<file path="config.mk">
export PLATFORM = sky130hd
export DESIGN_NAME = alu_op_sequencer
export DESIGN_NICKNAME = d
export VERILOG_FILES = /design/src/rtl/alu_op_sequencer.sv
export SDC_FILE = /design/constraint.sdc
export NUM_CORES = 1
export LEC_CHECK = 0
export ABC_AREA = 1
export BUFFER_PORTS_ARGS = -buffer_cell sky130_fd_sc_hd__buf_2
export CORE_MARGIN = 5
export CORE_UTILIZATION = 53
export CTS_BUF_LIST = sky130_fd_sc_hd__clkbuf_2
export CTS_CLUSTER_DIAMETER = 100
export DETAILED_ROUTE_END_ITERATION = 10
export PLACE_DENSITY_LB_ADDON = 0.25
export SLEW_MARGIN = 15
export SYNTH_ARGS = -nofsm -noshare
export SYNTH_HDL_FRONTEND = slang
export SYNTH_SLANG_ARGS = --single-unit
</file>
<file path="constraint.sdc">
create_clock -name i_clock -period 4.6 [get_ports i_clock]
set_clock_uncertainty 0.2 [all_clocks]
set_input_delay 0 -clock i_clock [delete_from_list [all_inputs] [get_ports i_clock]]
set_output_delay 0 -clock i_clock [all_outputs]
set_load 0.05 [all_outputs]
</file>
<file path="src/rtl/alu_op_sequencer.sv">
// Multi-cycle sequencer for the shared 32-bit ALU: arbitrates opcode and PC-increment
// requests, holds one-hot ALU controls, then captures Chigh/Clow and pulses HI/LO enables.
module alu_op_sequencer #(
   parameter int MULDIV_CYCLES = 4
) (
   input  logic        i_clock,
   input  logic        i_clear,
   input  logic        i_start,
   input  logic [4:0]  i_opcode,
   input  logic        i_inc_req,
   input  logic [31:0] i_chigh_in,
   input  logic [31:0] i_clow_in,
   output logic [13:0] o_alu_ctl,
   output logic        o_ready,
   output logic        o_busy,
   output logic        o_done,
   output logic        o_done_src,
   output logic        o_illegal,
   output logic        o_lo_we,
   output logic        o_hi_we,
   output logic [31:0] o_z_low,
   output logic [31:0] o_z_high
);

   typedef enum logic [1:0] {
      S_IDLE = 2'd0,
      S_EXEC = 2'd1,
      S_DONE = 2'd2
   } state_t;

   localparam logic [5:0]  MD_LOAD   = 6'(MULDIV_CYCLES - 1);
   localparam logic [13:0] CTL_INCPC = 14'h2000;

   // Opcode to one-hot ALU control; an all-zero result marks an illegal opcode.
   function automatic logic [13:0] decode_op(input logic [4:0] op);
      logic [13:0] ctl;
      ctl = 14'h0000;
      case (op)
         5'b00011: ctl = 14'h0001;  // ADD
         5'b00100: ctl = 14'h0002;  // SUB
         5'b01111: ctl = 14'h0004;  // MUL
         5'b10000: ctl = 14'h0008;  // DIV
         5'b01010: ctl = 14'h0010;  // AND
         5'b01011: ctl = 14'h0020;  // OR
         5'b00101: ctl = 14'h0040;  // SHR
         5'b00110: ctl = 14'h0080;  // SHRA
         5'b00111: ctl = 14'h0100;  // SHL
         5'b01000: ctl = 14'h0200;  // ROR
         5'b01001: ctl = 14'h0400;  // ROL
         5'b10001: ctl = 14'h0800;  // NEG
         5'b10010: ctl = 14'h1000;  // NOT
         default:  ctl = 14'h0000;
      endcase
      return ctl;
   endfunction

   state_t      r_state;
   state_t      w_next_state;
   logic [13:0] r_ctl;
   logic [5:0]  r_cnt;
   logic        r_muldiv;
   logic        r_done_src;
   logic        r_illegal;
   logic [31:0] r_z_low;
   logic [31:0] r_z_high;

   logic [13:0] w_dec;
   logic        w_legal;
   logic        w_dec_muldiv;
   logic        w_idle;
   logic        w_accept_op;
   logic        w_accept_inc;
   logic        w_last;

   assign w_dec        = decode_op(i_opcode);
   assign w_legal      = |w_dec;
   assign w_dec_muldiv = w_dec[2] | w_dec[3];
   assign w_idle       = (r_state == S_IDLE);
   assign w_accept_op  = w_idle && i_start && w_legal;
   assign w_accept_inc = w_idle && !i_start && i_inc_req;
   assign w_last       = (r_state == S_EXEC) && (r_cnt == 6'd0);

   // NOTE: sequential state uses non-blocking assignments so every register samples
   // pre-edge values, independent of the order of statements or processes.
   always_ff @(posedge i_clock) begin
      if (i_clear) r_state <= S_IDLE;
      else         r_state <= w_next_state;
   end

   // NOTE: the default assignment first guarantees w_next_state is driven on every
   // path, so no latch is inferred.
   always_comb begin
      w_next_state = r_state;
      case (r_state)
         S_IDLE:  if (w_accept_op || w_accept_inc) w_next_state = S_EXEC;
         S_EXEC:  if (w_last) w_next_state = S_DONE;
         S_DONE:  w_next_state = S_IDLE;
         default: w_next_state = S_IDLE;
      endcase
   end

   always_ff @(posedge i_clock) begin
      if (i_clear) begin
         r_ctl      <= 14'h0000;
         r_cnt      <= 6'd0;
         r_muldiv   <= 1'b0;
         r_done_src <= 1'b0;
         r_illegal  <= 1'b0;
         r_z_low    <= 32'h0;
         r_z_high   <= 32'h0;
      end else begin
         // An illegal opcode blocks inc_req for that cycle because start still wins.
         r_illegal <= w_idle && i_start && !w_legal;
         if (w_accept_op) begin
            r_ctl      <= w_dec;
            r_muldiv   <= w_dec_muldiv;
            r_cnt      <= w_dec_muldiv ? MD_LOAD : 6'd0;
            r_done_src <= 1'b0;
         end else if (w_accept_inc) begin
            r_ctl      <= CTL_INCPC;
            r_muldiv   <= 1'b0;
            r_cnt      <= 6'd0;
            r_done_src <= 1'b1;
         end else if (r_state == S_EXEC) begin
            if (r_cnt != 6'd0) begin
               r_cnt <= r_cnt - 6'd1;
            end else begin
               r_z_low <= i_clow_in;
               if (r_muldiv) r_z_high <= i_chigh_in;
            end
         end
      end
   end

   assign o_ready    = w_idle;
   assign o_busy     = (r_state == S_EXEC) || (r_state == S_DONE);
   assign o_done     = (r_state == S_DONE);
   assign o_done_src = o_done && r_done_src;
   assign o_lo_we    = o_done;
   assign o_hi_we    = o_done && r_muldiv;
   assign o_alu_ctl  = (r_state == S_EXEC) ? r_ctl : 14'h0000;
   assign o_illegal  = r_illegal;
   assign o_z_low    = r_z_low;
   assign o_z_high   = r_z_high;

endmodule

</file>
==> impl_metrics.csv <==
group,metric,value,unit
run_status,status,"finished clean",
drt,dr.pass1.iters,5,
timing,rsz0062_at_grt,"false",
timing,tightest_slew,1.13,ns
clocking,cts_tree,"yes",
yosys,syn-instance-count,547,
critical_path,worstReg2RegStart,"r_state[0]",
die,die_x,94.6,um
die,top_level_ports,158,
critical_path,reg2reg_to,"r_ctl[9]",
die,initial_core_util,55.2,%
critical_path,critPathMaxFanout,11,
yosys,synth_top_area_share,47.0,%
global_route,grt_pass1_wl,20.2,mm
place,dp_hpwl,6.78,mm
drt,vias,4406,
yosys,ys_types,28,
yosys,netlist_area,3790,sq um
drt,drt_wl_total,12.7,mm
critical_path,rr_worst_depth,10,
power,ir_drop,366,uV
worst_hold_path,min_to,"o_z_high[14]",
drt,drtIter0Drc,198,
critical_path,crit_chain,"inv_1, ha_1, nand2_1, inv_1, nand3_4, inv_2, nand3_1, dlygate4sd3_1, nand2_1, dlygate4sd3_1",
critical_path,cp_slowest_cell,"dlygate4sd3_1",
timing,fmax,361,MHz
critical_path,worst_setup_path_end_kind,"flop",
critical_path,path_delay_family,"buffers and inverters",
yosys,synth_area_leaders,"dfxtp_1 (47%), nor2_1 (14%), nand2_1 (12%), inv_1 (6.6%), o21ai_0 (4.2%)",
critical_path,r2r_setup_slack,1.83,ns
yosys,yosysSeqAreaShare,47.0,%
place,placed_cells,775,
clocking,clock_sinks,89,
clocking,root_buffer,"clkbuf_2",
yosys,synth.yosys.warnings,0,
critical_path,path_buf_inv,5,
global_route,antenna_found_initial,1,
clocking,cts_buffer_depth,2,
critical_path,worstPathArrival,3.07,ns
drt,via_per_inst,4.92,
final_layout,fin_nets,873,
die,core,6870,sq um
drt,wl_per_cell,14.2,um
place,gp_congestion,0.907,
clocking,cts-htree-levels,3,
drt,ant_nets,0,
critical_path,slowest_delay,0.56,ns
final_layout,final_cells,895,
die,dieArea,8940,sq um
critical_path,start_kind,"flop",
power,p_leak,0.00307,uW
critical_path,path_class,"reg2reg",
timing,setup_viol,0,
die,fp.dieH,94.6,um
timing,hold_viol,0,
yosys,synth_nets,625,
final_layout,drive_gt1_share,23.4,%
power,p_per_area,398,nW/um^2
clocking,numCtsBuffers,9,
yosys,yosysTopAreaCell,"dfxtp_1",
clocking,clkSlewWorstSetupHoldPaths,0.23,ns
run,cap_viol_max_count,0,
worst_hold_path,worstHoldPathCells,4,
critical_path,crit_required,4.90,ns
timing,slew_violations,0,
worst_hold_path,hp-class,"in2reg",
clocking,cts_resized,0,
die,row_count,30,
yosys,ys_ff_latch,89,
timing,min_period_over_period,60.3,%
global_route,grt_max_degree,74,
clocking,clk_latency,0.53,ns
worst_hold_path,hp-start,"i_chigh_in[14]",
timing,relSlewSlack,24.7,%
global_route,track_usage,28.7,%
global_route,grt-ovfl-total,0,
global_route,grt_pass1_vias,4426,
drt,drc,0,
timing,setup_tns,0,ns
place,io_buffer_count,157,
yosys,avgSynthCellArea,6.93,sq um
timing,fin_crit,2.77,ns
final_layout,fillCellCount,429,
final_layout,area_delta_synth_final,49.5,%
-- worst reg2reg max path, cell delays in order (launching register included) --
cell and delay, ns:
dfxtp_1 0.37, inv_1 0.11, ha_1 0.24, nand2_1 0.12, inv_1 0.13, nand3_4 0.18, inv_2 0.17, nand3_1 0.08
dlygate4sd3_1 0.56, nand2_1 0.06, dlygate4sd3_1 0.53
-- routing by layer --
layer  GRT usage (%)  part of all wire, %
met4            15.1                  4.7
met3            8.84                  6.5
met5               0                    0
met2            53.0                   52
met1            28.6                   37
-- where the power goes --
| group | switching [uW] | total [uW] | internal [uW] |
|---|---|---|---|
| logic | 721 | 1000 | 278 |
| clock network | 252 | 326 | 73.9 |
| registers | 56.3 | 930 | 874 |
| total | 1030 | 2260 | 1230 |
-- synth_stat cells --
cell        n
nor2_1    146
nand2_1   121
dfxtp_1    89
inv_1      67
o21ai_0    32
nand3_1    17
clkbuf_1   12
a21oi_1    10
o21ai_1     9
ha_1        5
inv_2       5
buf_2       4
buf_4       4
buf_6       4
nor3_1      4
nand2_2     3
nand4_1     2
nor2_2      2
o31ai_1     2
a211oi_1    1
buf_8       1
nand2_4     1
nand3_4     1
nand4_4     1
nor2_4      1
nor3b_2     1
o21ai_2     1
xor2_1      1
-- cell type report --
type / count / area, sq um / share of cell area (%)
well taps: 96 / 120 / 2.12
flip-flops and latches: 89 / 1780 / 31.5
inverters: 72 / 270 / 4.77
clock inverters: 1 / 5.00 / 0.0884
multi-input cells: 361 / 1580 / 27.9
repair buffers: 262 / 1840 / 32.4
clock buffers: 13 / 65.1 / 1.15
diodes: 1 / 2.50 / 0.0442
-- logic make-up (layout without fill, tap and decap cells) --
logic type | Yosys count | after routing | synth area share, %
adder cells (fa/ha/maj) | 5 | 5 | 1.65
buffers and inverters | 97 | 348 | 11.2
AND/OR/NAND/NOR | 300 | 300 | 32.3
flip-flops | 89 | 89 | 47.0
other | 0 | 1 | 0
XOR/XNOR | 1 | 1 | 0.231
AO/OA/AOI/OAI | 55 | 55 | 7.56
-- per-stage QoR --
stage / util, % / hold WS, ns / total power (uW) / area, sq um / worst slack (ns)
after detailed placement: 66.1 / 0.0270 / 1850 / 4540 / 1.99
after CTS: 82.3 / 0.00189 / 2220 / 5650 / 1.82
after floorplan: - / -0.0651 / 1670 / 3790 / 2.50
final: 82.5 / 0.0139 / 2260 / 5660 / 1.83
after global routing: 82.5 / 0.00135 / 2380 / 5660 / 1.67
after global placement: 66.1 / 0.0200 / 1830 / 4540 / 2.09
-- worst max-delay path by stage --
stage / startpoint / end / slack, ns / cells past startpoint
3_5_place_dp: r_state[1] / o_z_low[10] / 1.99 / 6
2_1_floorplan: r_state[0] / r_ctl[2] / 2.50 / 11
4_1_cts: r_state[0] / r_ctl[9] / 1.82 / 10
5_1_grt: r_state[0] / r_ctl[9] / 1.67 / 10
3_3_place_gp: r_state[1] / o_z_low[31] / 2.09 / 6
6_report: r_state[0] / r_ctl[9] / 1.83 / 10
-- layout by cell type, fill, tap and decap left out, drive strengths merged --
cell,netlist,final
buf,13,157
nor2,149,149
nand2,125,125
dlygate4sd3,0,105
dfxtp,89,89
inv,72,72
o21ai,42,42
nand3,18,18
clkbuf,12,13
a21oi,10,10
ha,5,5
nor3,4,4
nand4,3,3
o31ai,2,2
diode,0,1
xor2,1,1
nor3b,1,1
a211oi,1,1
clkinv,0,1
-- sequential cells by signal, indices dropped and copies added, names as in the netlist --
register,count
o_illegal,1
r_done_src,1
r_state,2
o_z_low,32
r_ctl,14
r_cnt,6
o_z_high,32
r_muldiv,1
-- repair_timing --
| item | 4_1_cts | 5_1_grt |
|---|---|---|
| hold buffers | 104 | 1 |
| buffers inserted | 0 | 0 |
| hold endpoints to repair | 87 | 1 |
Power figures use the tool's default switching activity.
